## src/rtl/reg_pkg.sv

```systemverilog
// Shared types and constants for the one-hot register file and its select encoders.
package reg_pkg;

    localparam int NREGS  = 16;
    localparam int IDX_W  = 4;
    localparam int DATA_W = 32;

    typedef enum logic [1:0] {
        SEL_NONE  = 2'd0,
        SEL_ONE   = 2'd1,
        SEL_MULTI = 2'd2
    } sel_class;

    // Bit positions within the sticky error vector.
    localparam int ERR_WR = 0;
    localparam int ERR_RD = 1;

endpackage

```

## src/rtl/onehot_to_index.sv

```systemverilog
// Combinational inverse of the 4-to-16 register decode: recovers the index of a
// one-hot select vector and classifies the vector as none, one or multi.
module onehot_to_index
    import reg_pkg::*;
(
    input  logic [NREGS-1:0] vec,
    output logic [IDX_W-1:0] idx,
    output sel_class         cls
);

    logic             seen;
    logic             multi;
    logic [IDX_W-1:0] idx_or;

    always_comb begin
        seen   = 1'b0;
        multi  = 1'b0;
        idx_or = '0;
        for (int i = 0; i < NREGS; i++) begin
            if (vec[i]) begin
                multi  = multi | seen;
                seen   = 1'b1;
                idx_or = idx_or | IDX_W'(i);
            end
        end
    end

    // The OR of set positions is only meaningful for a single set bit; force 0 otherwise.
    always_comb begin
        cls = SEL_NONE;
        idx = '0;
        if (multi) begin
            cls = SEL_MULTI;
        end else if (seen) begin
            cls = SEL_ONE;
            idx = idx_or;
        end
    end

endmodule

```

## src/rtl/reg_file_onehot.sv

```systemverilog
// General-purpose register file addressed by one-hot write/read selects, with a
// registered read port, write-through bypass, R0 base-address masking and sticky errors.
module reg_file_onehot #(
    parameter int DATA_W = reg_pkg::DATA_W,
    parameter int NREGS  = reg_pkg::NREGS    // fixed at 16 by the 4-bit register fields
) (
    input  logic              clock,
    input  logic              clear,
    input  logic [NREGS-1:0]  rin_sel,
    input  logic [NREGS-1:0]  rout_sel,
    input  logic              ba_out,
    input  logic [DATA_W-1:0] bus_in,
    input  logic              err_clr,
    output logic [DATA_W-1:0] bus_out,
    output logic              out_valid,
    output logic [1:0]        err
);

    logic [reg_pkg::IDX_W-1:0] widx;
    logic [reg_pkg::IDX_W-1:0] ridx;
    reg_pkg::sel_class         wr_cls;
    reg_pkg::sel_class         rd_cls;

    logic [DATA_W-1:0] regs [NREGS];
    logic [DATA_W-1:0] rd_data;
    logic              rd_valid;
    logic [1:0]        err_next;

    onehot_to_index u_wr_enc (
        .vec (rin_sel),
        .idx (widx),
        .cls (wr_cls)
    );

    onehot_to_index u_rd_enc (
        .vec (rout_sel),
        .idx (ridx),
        .cls (rd_cls)
    );

    // A multi-hot write select leaves every register untouched.
    always_ff @(posedge clock or negedge clear) begin
        if (!clear) begin
            for (int i = 0; i < NREGS; i++) begin
                regs[i] <= '0;
            end
        end else if (wr_cls == reg_pkg::SEL_ONE) begin
            regs[widx] <= bus_in;
        end
    end

    // R0 masking outranks the bypass so a base-address read is always zero.
    always_comb begin
        rd_data  = '0;
        rd_valid = 1'b0;
        if (rd_cls == reg_pkg::SEL_ONE) begin
            rd_valid = 1'b1;
            if (ridx == '0 && ba_out) begin
                rd_data = '0;
            end else if (wr_cls == reg_pkg::SEL_ONE && widx == ridx) begin
                rd_data = bus_in;
            end else begin
                rd_data = regs[ridx];
            end
        end
    end

    // A fresh violation in the clearing cycle keeps its flag set.
    always_comb begin
        err_next = err_clr ? 2'b00 : err;
        if (wr_cls == reg_pkg::SEL_MULTI) begin
            err_next[reg_pkg::ERR_WR] = 1'b1;
        end
        if (rd_cls == reg_pkg::SEL_MULTI) begin
            err_next[reg_pkg::ERR_RD] = 1'b1;
        end
    end

    always_ff @(posedge clock or negedge clear) begin
        if (!clear) begin
            bus_out   <= '0;
            out_valid <= 1'b0;
            err       <= 2'b00;
        end else begin
            bus_out   <= rd_data;
            out_valid <= rd_valid;
            err       <= err_next;
        end
    end

endmodule

```

## config.mk

```make
export PLATFORM = sky130hd
export DESIGN_NAME = reg_file_onehot
export DESIGN_NICKNAME = d
export VERILOG_FILES = /design/src/rtl/reg_pkg.sv /design/src/rtl/onehot_to_index.sv /design/src/rtl/reg_file_onehot.sv
export SDC_FILE = /design/constraint.sdc
export NUM_CORES = 1
export LEC_CHECK = 0
export CAP_MARGIN = 0
export CORE_MARGIN = 3
export CORE_UTILIZATION = 55
export DETAILED_ROUTE_END_ITERATION = 8
export DONT_BUFFER_PORTS = 1
export PLACE_DENSITY = 0.7
export SLEW_MARGIN = 20
export SYNTH_ARGS = -nofsm -noshare
export SYNTH_HDL_FRONTEND = slang
export SYNTH_SLANG_ARGS = --single-unit
```

## constraint.sdc

```tcl
create_clock -name clock -period 4.1 [get_ports clock]
set_input_delay 1.23 -clock clock [delete_from_list [all_inputs] [get_ports clock]]
set_output_delay 1.23 -clock clock [all_outputs]
set_load 0.1 [all_outputs]
```

# ---- Word level (Yosys, flattened, before mapping)
# Index checks and enable logic that the tools add are counted.
# W data, S select, Z words.
dict set report word_totals {
  mem_count 0
  latchBits 0
  rom_bits 0
  input_bits 68
  word_cells 177
  ram_bits 0
  regBits 547
  out_inout_bits 35
}
dict set report op_classes {
  n_eq_ne 5
  bitwise 30
  add_sub_neg 0
  mux 113
  shifts 0
  n_reduce_logical 6
  div 0
  order_cmp 3
  mul 0
}
# operator n
set op_table {}
lappend op_table {{$bwmux W512} 1}
lappend op_table {{$mux W32} 6}
lappend op_table {{$bmux W32 S4} 1}
lappend op_table {{$demux W32 S4} 1}
lappend op_table {{$mux W4} 20}
lappend op_table {{$mux W1} 69}
lappend op_table {{$or A1 B1 Y1} 28}
lappend op_table {{$mux W3} 8}
lappend op_table {{$mux W2} 7}
lappend op_table {{$ge A5 B5 Y1 const B} 2}
lappend op_table {{$not A4 Y5} 2}
lappend op_table {{$lt A5 B1 Y1 const B} 1}
lappend op_table {{$eq A2 B1 Y1 const B} 2}
lappend op_table {{$eq A2 B2 Y1 const B} 2}
lappend op_table {{$eq A4 B4 Y1} 1}
lappend op_table {{$logic_not A4 Y1} 1}
lappend op_table {{$reduce_bool A2 Y1} 2}
lappend op_table {{$logic_and A1 B1 Y1} 3}

# ---- Logic depth before layout (Yosys ltp)
# Gate-level depths: netlist (run 1).
dict set report logic_depth {
  depth_word 38
  depth_mapped 13
}

# ---- By module
# Synthesis (run 1) repeated with hierarchy kept, for this count alone.
dict set report unflattened {
  hier_cells 1583
  hier_area_um2 24831.3
}
# mod cells_each area_per_inst_um2 seq_area_each_um2 n_inst
set by_module_without_submodules {}
lappend by_module_without_submodules {reg_file_onehot 1497 24160.7 13688.1 1}
lappend by_module_without_submodules {onehot_to_index 43 335.3 0.0 2}

# ---- Least setup slack after synthesis (run 1)
# No wires, ideal clock.
dict set report synth_timing {
  path_kind {input port to flip-flop}
  from {input port rout_sel[5]}
  to {register bus_out[1]}
  t_required_ps 3980
  stages 12
  arrival_ps 4079
  setup_ps 120
  path_slack_ps -100
  cell_sequence {or4_1 buf_2 nor4_1 a211oi_1 or4b_4 buf_6 nor2_8 buf_6 mux2_2 o2111ai_1 nand4_1 o211a_1}
}
dict set report synth_between {
  elab_chain_cells 29
  elab_cells_between_ends 59
}
# item line
set synth_lines {}
lappend synth_lines {{start, declared} reg_file_onehot.sv:10} ;# input logic [NREGS-1:0] rout_sel,
lappend synth_lines {{$mux W1} onehot_to_index.sv:20} ;# if (vec[i]) begin
lappend synth_lines {{$or A1 B1 Y1} onehot_to_index.sv:21} ;# multi = multi | seen;
lappend synth_lines {{$mux W1} onehot_to_index.sv:20}
lappend synth_lines {{$or A1 B1 Y1} onehot_to_index.sv:21}
lappend synth_lines {{$mux W1} onehot_to_index.sv:20}
lappend synth_lines {{$or A1 B1 Y1} onehot_to_index.sv:21}
lappend synth_lines {{$mux W1} onehot_to_index.sv:20}
lappend synth_lines {{$or A1 B1 Y1} onehot_to_index.sv:21}
lappend synth_lines {{[13 not listed]} -}
lappend synth_lines {{$mux W4} onehot_to_index.sv:32} ;# if (multi) begin
lappend synth_lines {{$not A4 Y5 (not written as such)} reg_file_onehot.sv:63} ;# rd_data = regs[ridx];
lappend synth_lines {{$bmux W32 S4} reg_file_onehot.sv:63}
lappend synth_lines {{$mux W32 (not written as such) (2 in a row)} reg_file_onehot.sv:63}
lappend synth_lines {{$mux W32} reg_file_onehot.sv:60} ;# end else if (wr_cls == reg_pkg::SEL_ONE && widx == ridx) begin
lappend synth_lines {{$mux W32} reg_file_onehot.sv:58} ;# if (ridx == '0 && ba_out) begin
lappend synth_lines {{$mux W32 *} reg_file_onehot.sv:56} ;# if (rd_cls == reg_pkg::SEL_ONE) begin
lappend synth_lines {{via rd_data[1]} reg_file_onehot.sv:25} ;# logic [DATA_W-1:0] rd_data;
lappend synth_lines {{end signal, assigned} reg_file_onehot.sv:85} ;# bus_out <= rd_data;
lappend synth_lines {{end, declared} reg_file_onehot.sv:14} ;# output logic [DATA_W-1:0] bus_out,
# Mark *: on every way through the listed nets, which the timed path passes. The rest lies on a longest branch. The select of a mux whose other input is x is not followed.
# A chain may end at the register's enable or synchronous reset.

# ---- Worst setup path in the final report (run 1)
dict set report layout_timing {
  from {input port rout_sel[5]}
  to {register bus_out[24]}
}
# Same word-level chain as after synthesis.

==> results of run 1 <==
[worst paths after layout]
path,startpoint,end,slack (ns),depth (start not counted)
worst max-delay path,rout_sel[5],bus_out[24],0.23,12
worst min-delay path,clear,err[1],0.31,0
worst max register to register,regs[184],bus_out[24],2.44,7
worst min register to register,regs[365],regs[365],0.49,1
max in group asynchronous,clear,regs[46],1.79,0
min in group clock,regs[365],regs[365],0.49,1
[metal layers]
metal	vias up	routed length [um]	global-route usage
met4	0	2810	0.117
met5	-	0	0
met3	173	6580	0.0543
li1	8026	-	-
met1	9939	32600	0.440
met2	918	36900	0.504
[cell usage in the layout, fill, tap and decap left out, types with 16 or more instances in the layout]
cell type / Yosys / routed
dfrtp_1: 547 / 547
mux2_2: 496 / 496
nand2_1: 264 / 261
buf_4: 4 / 149
nand3_1: 83 / 83
clkbuf_16: 0 / 58
nor2_1: 60 / 56
a21oi_1: 50 / 50
buf_12: 0 / 47
mux2i_1: 42 / 42
o21ai_0: 41 / 41
a31oi_1: 41 / 41
and3_1: 40 / 40
a211oi_1: 36 / 35
o21ai_1: 29 / 29
mux2_1: 22 / 22
nor3_1: 30 / 17
clkbuf_8: 0 / 16
[logic make-up (layout without fill, tap and decap cells)]
group	count (synthesis)	in the layout	share of synthesized area
AO/OA/AOI/OAI	324	324	0.0873
XOR/XNOR	1	1	0.000343
adder cells (fa/ha/maj)	5	5	0.00196
buffers and inverters	183	305	0.0314
flip-flops	547	547	0.535
multiplexers	560	560	0.245
AND/OR/NAND/NOR	542	542	0.0989
[sequential cells by signal, summed over array words and instances, names as in the netlist]
name	cells
out_valid	1
err	2
regs	512
bus_out	32
[worst max-delay path, cell delays in order]
cell and delay [ns]:
or4_1 0.67, nor4_2 0.35, a211oi_2 0.07, or4b_4 0.60
buf_12 0.19, a21oi_4 0.16, buf_12 0.14, a211oi_1 0.04
a2111oi_0 0.51, buf_4 0.20, o21ai_1 0.05, a21oi_1 0.18
[power breakdown]
group	total, mW	leakage (nW)	internal [mW]	switching, mW
registers	5.40	7.64	5.40	0.00117
logic	0.0468	5.50	0.0229	0.0238
clock network	5.39	0.962	3.20	2.20
total	10.8	14.1	8.62	2.22
[stage by stage]
stage | hold WS [ns] | setup TNS (ns) | area (um2) | cells | utilization
6_report | 0.305 | 0 | 29700 | 2884 | 0.650
5_1_grt | 0.296 | 0 | 29700 | 2884 | 0.650
4_1_cts | 0.313 | 0 | 29700 | 2884 | 0.650
3_5_place_dp | 0.475 | -65.55 | 27700 | 2782 | 0.607
3_3_place_gp | 0.467 | -28.43 | 27700 | 2782 | 0.607
2_1_floorplan | 0.457 | -22.72 | 25600 | 2162 | -
[final cells by class]
cell class / instances / area (um2)
multi-input combinational: 1432 / 11200
clock inverter: 14 / 225
timing repair buffer: 196 / 2060
clock buffer: 88 / 1720
fill: 3413 / 16000
inverter: 7 / 26.3
tap: 600 / 751
sequential: 547 / 13700
==> out/metrics.csv, run 1 <==
stage,metric,value,unit
run_status,failing checks,max-slew violations,
grt,All-Layer GR Usage,0.317,
clocking,Post-CTS Setup Repair Bufs,0,
drt,router iterations before antenna repair,7,
floorplan,die height,222,um
synthesis,asr flop ratio synth,1.00,
synthesis,"Seq/Total Area, Yosys",0.535,
sta,Worst Skew,0.0238,ns
worst_setup_path,crit path DAT,4.42,ns
floorplan,I/O pin count,103,
drt,drt drc,0,
synthesis,"Distinct cells, synth",67,
synthesis,register bit total from synthesis,547,
run_status,run status,"finished, violations left",
sta,Final WS setup,0.231,ns
sta,final number of setup-violating endpoints,0,
synthesis,post-synth net total,2230,
grt,global-route wire length before repair,120000,um
grt,total gr overflow,0,
synthesis,dominant cells by area after synthesis,"dfrtp_1 54%, mux2_2 22%, nand2_1 3.9%",
drt,wire per inst,27.4,um
clocking,CTS tree,built,
synthesis,Synth Warn #,0,
sta,worst slew pin tran,2.52,ns
clocking,worst skew pair latency,0.63,ns
synthesis,syn avg cell area,11.8,um2
clocking,CTS Hold Bufs,0,
power_and_ir_drop,Leak Pwr,14.1,nW
power_and_ir_drop,PwrDens,365,mW/mm2
synthesis,"count leader, synth",dfrtp_1,
power_and_ir_drop,Pwr Total,10.8,mW
grt,initial antenna violation count,0,
worst_setup_path,CP Capture Type,register,
worst_setup_path,crit path kind,in2reg,
sta,f_max,0.258,GHz
grt,pin count of the biggest net entering global routing,548,
clocking,Sink Count,547,
sta,Final Cycle Share,0.944,
clocking,clock root buffer,clkbuf_16,
floorplan,Rows,78,
placement,GPL Wtd Cong,0.876,
clocking,H-tree depth,2,
clocking,Num CTS Buffers,57,
synthesis,Post-Syn Instances,2162,
placement,DP HPWL,48300,um
worst_setup_path,Worst EP required,4.65,ns
floorplan,Initial Utilization,0.560,
drt,initial drt markers,2326,
worst_setup_path,crit path launch type,input port,
cells_and_area,Ant. Diodes,0,
synthesis,Post-synth EDFFs,0,
sta,relative slew slack,-0.682,
drt,total number of vias,19100,
placement,Port-buffer cells,0,
worst_hold_path,Hold Path Class,in2async,
cells_and_area,Syn-to-layout area delta,16.1,%
drt,via/cell ratio,6.61,
drt,Final ANT Viol Nets,0,
power_and_ir_drop,maximum VDD drop,0.322,mV
floorplan,core area,0.0457,mm2
drt,final WL,78900,um
sta,Tmin final,3.87,ns
grt,vias in the first global route,19400,
synthesis,Synth top area share,0.535,
placement,pre-CTS setup slack,-0.324,ns
sta,final hold violation count,0,
cells_and_area,share of cells above drive strength 1,0.360,
synthesis,leading cell types by count after synthesis,"547 x dfrtp_1, 496 x mux2_2, 264 x nand2_1, 95 x clkbuf_1, 83 x nand3_1",
synthesis,Post-synth top flop,dfrtp_1,
floorplan,Die Width,222,um
synthesis,"Cell Area, Synth",0.0256,mm2
sta,"Slew Viols, Final",404,
worst_setup_path,critical path peak fanout,14,
clocking,Worst-path clk slew,0.06,ns
flow_run,max capacitance violation total,0,
floorplan,full die area,0.0491,mm2
sta,RSZ-0062 raised after global routing,false,
clocking,post_cts resized,0,
cells_and_area,Final #Nets,2309,
synthesis,post-synth top area cell,dfrtp_1,
clocking,clock tree buffer depth,3,
(Power assumes the default switching activity.)
==> inputs of run 2 (changes only) <==
- PLACE_DENSITY: 0.7 -> default
- PLACE_DENSITY_LB_ADDON: default -> 0.12
- SLEW_MARGIN: 20 -> 40
==> run 2 against run 1 <==
Effect of this change: worst setup slack lost 0.071 ns; cell count grew 0.14%; the flow now finishes without violations; hold slack lost 0.0063 ns; critical path type unchanged; critical path depth shrank 1.
==> out/metrics.csv, run 2 (synthesis gave the netlist of run 1 again) <==
stage,metric,value,unit
run_status,run status,"finished, final reports clean",
sta,Final WS setup,0.160,ns
cells_and_area,Finished Layout Cells,2888,
drt,initial drt markers,1972,
clocking,CTS tree,built,
worst_setup_path,critical path depth,11,
floorplan,full die area,0.0491,mm2
sta,final number of setup-violating endpoints,0,
cells_and_area,most frequent cells in the layout,"522 x dfrtp_1, 496 x mux2_2, 260 x nand2_1",
placement,pre-CTS setup slack,-0.419,ns
sta,Worst Skew,0.0121,ns
clocking,post_cts resized,0,
cells_and_area,Ant. Diodes,0,
worst_setup_path,critical path peak fanout,11,
cells_and_area,max reg flops,512,
drt,via/cell ratio,6.54,
sta,relative slew slack,0.397,
cells_and_area,"commonest non-fill, non-tap cell in the layout",dfrtp_1,
placement,Cells after DPL,2778,
cells_and_area,Multi-input gate area,0.0112,mm2
clocking,Worst-path clk slew,0.06,ns
power_and_ir_drop,Pwr Total,10.8,mW
grt,total gr overflow,0,
clocking,Num CTS Buffers,57,
grt,global-route wire length before repair,121000,um
grt,pin count of the biggest net entering global routing,548,
sta,"Slew Viols, Final",0,
cells_and_area,Syn-to-layout area delta,16.5,%
power_and_ir_drop,maximum VDD drop,0.349,mV
drt,router iterations before antenna repair,5,
flow_run,max capacitance violation total,0,
clocking,clock root buffer,clkbuf_16,
worst_setup_path,R2R cell count,8,
floorplan,I/O pin count,103,
sta,worst hold slack,0.299,ns
floorplan,core area,0.0457,mm2
cells_and_area,share of cells above drive strength 1,0.372,
worst_setup_path,RR Startpoint,regs[134],
placement,GPL Wtd Cong,0.882,
floorplan,Rows,78,
sta,Setup TNS,0,ns
clocking,CTS Hold Bufs,0,
sta,Final Cycle Share,0.961,
clocking,worst skew pair latency,0.63,ns
drt,total number of vias,18900,
cells_and_area,Largest regs,"regs x512, bus_out x32, err x2",
grt,vias in the first global route,19100,
worst_setup_path,slowest cell on the critical path,or4b_4,
clocking,Sink Count,547,
placement,Placed Area,0.0278,mm2
sta,final hold violation count,0,
sta,f_max,0.254,GHz
grt,initial antenna violation count,0,
cells_and_area,Top reg by flops,regs,
worst_setup_path,Critical path buffers and inverters,2,
drt,drt drc,0,
placement,Port-buffer cells,0,
clocking,Post-CTS Setup Repair Bufs,0,
floorplan,die height,222,um
floorplan,Die Width,222,um
worst_setup_path,crit path kind,in2reg,
sta,Tmin final,3.94,ns
sta,worst slew pin tran,0.904,ns
drt,final WL,80400,um
worst_setup_path,crit path launch type,input port,
power_and_ir_drop,Leak Pwr,14.1,nW
worst_setup_path,crit path DAT,4.49,ns
grt,All-Layer GR Usage,0.322,
clocking,clock tree buffer depth,3,
power_and_ir_drop,PwrDens,364,mW/mm2
worst_setup_path,Worst EP required,4.65,ns
cells_and_area,Post-Route Utilization,0.652,
placement,DP HPWL,49200,um
drt,wire per inst,27.8,um
worst_hold_path,Hold Path Class,in2async,
worst_setup_path,largest stage delay on the critical path,0.73,ns
sta,RSZ-0062 raised after global routing,false,
cells_and_area,Register Area,0.0137,mm2
clocking,H-tree depth,2,
worst_setup_path,Top delay family on crit path,simple AND/OR/NAND/NOR gates,
worst_setup_path,CP Capture Type,register,
worst_setup_path,CP Launch Point,rout_sel[5],
floorplan,Initial Utilization,0.560,
cells_and_area,Final #Nets,2309,
cells_and_area,Finished Cell Area,0.0298,mm2
worst_setup_path,sequence of cells on the critical path,or4_1 > nor4_2 > a211oi_2 > or4b_4 > buf_12 > nor2_2 > buf_4 > a222oi_1 > a221oi_1 > a22oi_1 > a21oi_1,
drt,Final ANT Viol Nets,0,
cells_and_area,fill count,3490,
## run 2: worst paths after layout
kind                       slack (ns)     endpoint
max                              0.16  bus_out[31]
min                              0.30       err[0]
max reg2reg                      2.30   bus_out[6]
min reg2reg                      0.48    regs[365]
max in group asynchronous        1.72  bus_out[18]
min in group clock               0.48    regs[365]
## run 2: final cells by class
type                    count  area share
multi-input cells        1432       0.377
clock buffers              86      0.0563
inverters                   7    0.000882
repair buffers            196      0.0723
clock inverters            20     0.00786
flip-flops and latches    547       0.461
well taps                 600      0.0252
## run 2: where the power goes
part	total, mW	switching, mW	internal, mW
combinational	0.160	0.126	0.0336
clock	5.27	2.19	3.08
sequential	5.40	0.00119	5.40
total	10.8	2.32	8.51
## run 2: routing by layer
layer  track usage  part of all wire
met1         0.448              0.43
met2         0.511              0.46
met3        0.0598             0.075
met4         0.114             0.034
met5             0                 0
==> inputs of run 3 (changes only) <==
- CTS_BUF_LIST: default -> sky130_fd_sc_hd__clkbuf_8
==> run 3 against run 2 <==
Effect of this change: hold slack got worse by 0.050 ns; non-clock buffer count did not move; critical path type unchanged; global-route usage grew 0.095 points; final area is 0.48% lower; clock skew is 0.021 ns higher; worst setup slack better by 0.049 ns; critical path depth rose by 2; via count rose by 0.63%; sequential cell count stayed put; die area unchanged; count of clock-buffer cells in the layout grew 28; routed wire length barely moved.
==> out/metrics.csv, run 3 (synthesis gave the netlist of run 1 again) <==
stage,metric,value,unit
run_status,run status,"finished, final reports clean",
worst_hold_path,Hold Path Class,in2async,
power_and_ir_drop,PwrDens,346,mW/mm2
sta,f_max,0.257,GHz
cells_and_area,Post-Route Utilization,0.649,
clocking,CTS Hold Bufs,0,
grt,met2 usage,0.515,
sta,RSZ-0062 raised after global routing,false,
drt,final WL,80300,um
clocking,H-tree depth,3,
cells_and_area,Register Area,0.0137,mm2
drt,total number of vias,19000,
sta,relative slew slack,0.412,
power_and_ir_drop,Leak Pwr,14.2,nW
floorplan,core area,0.0457,mm2
cells_and_area,Syn-to-layout area delta,15.9,%
sta,final number of setup-violating endpoints,0,
placement,pre-CTS setup slack,-0.419,ns
placement,DP HPWL,49200,um
grt,total gr overflow,0,
grt,vias in the first global route,19300,
cells_and_area,Ant. Diodes,0,
clocking,post_cts resized,0,
sta,Worst Skew,0.0332,ns
power_and_ir_drop,maximum VDD drop,0.301,mV
drt,drt drc,0,
clocking,Post-CTS Setup Repair Bufs,0,
worst_setup_path,crit path kind,in2reg,
sta,Final WS setup,0.209,ns
cells_and_area,Largest regs,"regs x512, bus_out x32, err x2",
sta,final hold violation count,0,
cells_and_area,most frequent cells in the layout,"522 x dfrtp_1, 496 x mux2_2, 260 x nand2_1",
floorplan,die height,222,um
placement,GPL Wtd Cong,0.882,
grt,initial antenna violation count,1,
cells_and_area,share of cells above drive strength 1,0.380,
worst_setup_path,crit path DAT,4.40,ns
sta,worst hold slack,0.249,ns
drt,wire per inst,27.3,um
floorplan,Rows,78,
sta,worst slew pin tran,0.883,ns
clocking,Worst-path clk slew,0.07,ns
sta,Final Cycle Share,0.949,
clocking,CTS tree,built,
cells_and_area,max reg flops,512,
power_and_ir_drop,Pwr Total,10.3,mW
cells_and_area,"commonest non-fill, non-tap cell in the layout",dfrtp_1,
placement,Port-buffer cells,0,
cells_and_area,fill count,3562,
worst_setup_path,Worst EP required,4.61,ns
grt,met3 Track Usage GR,0.0628,
worst_setup_path,crit path launch type,input port,
sta,Tmin final,3.89,ns
clocking,Sink Count,547,
drt,via/cell ratio,6.46,
floorplan,full die area,0.0491,mm2
grt,met1 Use GR,0.450,
clocking,worst skew pair latency,0.67,ns
clocking,Num CTS Buffers,91,
clocking,clock tree buffer depth,3,
placement,Cells after DPL,2778,
drt,Final ANT Viol Nets,0,
floorplan,Initial Utilization,0.560,
drt,initial drt markers,1965,
sta,"Slew Viols, Final",0,
grt,All-Layer GR Usage,0.323,
cells_and_area,Finished Layout Cells,2942,
cells_and_area,Final #Nets,2343,
floorplan,I/O pin count,103,
cells_and_area,Top reg by flops,regs,
cells_and_area,Multi-input gate area,0.0112,mm2
flow_run,max capacitance violation total,0,
floorplan,Die Width,222,um
clocking,clock root buffer,clkbuf_8,
grt,pin count of the biggest net entering global routing,548,
grt,gr busiest metal,met2,
worst_setup_path,critical path peak fanout,11,
worst_setup_path,CP Capture Type,register,
grt,global-route wire length before repair,122000,um
drt,router iterations before antenna repair,6,
run 3: cell types whose count changed in the layout (fill, tap and decap cells not counted), sizes merged:
cell / before / now
inv: 5 / 34
clkbuf: 86 / 114
bufinv: 4 / 0
clkinv: 15 / 17
clkinvlp: 3 / 2
run 3: per-stage QoR:
step	setup TNS [ns]	instance area, um2
2_1_floorplan	-22.72	25600
3_3_place_gp	-10.85	27700
3_5_place_dp	-29.97	27800
4_1_cts	0	29500
5_1_grt	0	29600
6_report	0	29600
run 3: per-layer routing:
| metal | up-vias | wire length, um | share of wire |
|---|---|---|---|
| li1 | 8095 | - | - |
| met1 | 9882 | 33900 | 0.42 |
| met2 | 850 | 37600 | 0.47 |
| met3 | 168 | 6510 | 0.081 |
| met4 | 2 | 2290 | 0.028 |
| met5 | - | 13 | 0.00016 |
run 3: worst paths after layout:
check | from | end | slack, ns | cells after the start
setup reg to reg | regs[198] | bus_out[6] | 2.32 | 8
hold / removal | clear | err[0] | 0.25 | 0
max in group asynchronous | clear | bus_out[9] | 1.83 | 3
hold reg to reg | regs[365] | regs[365] | 0.48 | 1
setup / recovery | rout_sel[5] | bus_out[15] | 0.21 | 13
min in group clock | regs[365] | regs[365] | 0.48 | 1
run 3: final cells by class:
cell class / count / share of cell area
clock buffers: 114 / 0.0529
clock inverters: 46 / 0.00667
inverters: 7 / 0.000887
multi-input cells: 1432 / 0.379
flip-flops and latches: 547 / 0.463
well taps: 600 / 0.0253
repair buffers: 196 / 0.0726
run 3: critical path, stage by stage:
cell and delay [ns]:
or4_1 0.68, nor4_2 0.38, a211oi_2 0.08, buf_4 0.18, nor4b_4 0.29, buf_12 0.19, nand2_1 0.08, buf_4 0.22
nor2_2 0.23, buf_4 0.29, a311oi_1 0.14, a22oi_1 0.28, a21oi_1 0.13
run 3: report_power, final:
group / leakage, nW / total [mW] / internal (mW) / switching [mW]
logic: 5.55 / 0.157 / 0.0336 / 0.123
registers: 7.60 / 5.40 / 5.40 / 0.00117
clock network: 1.03 / 4.70 / 2.49 / 2.21
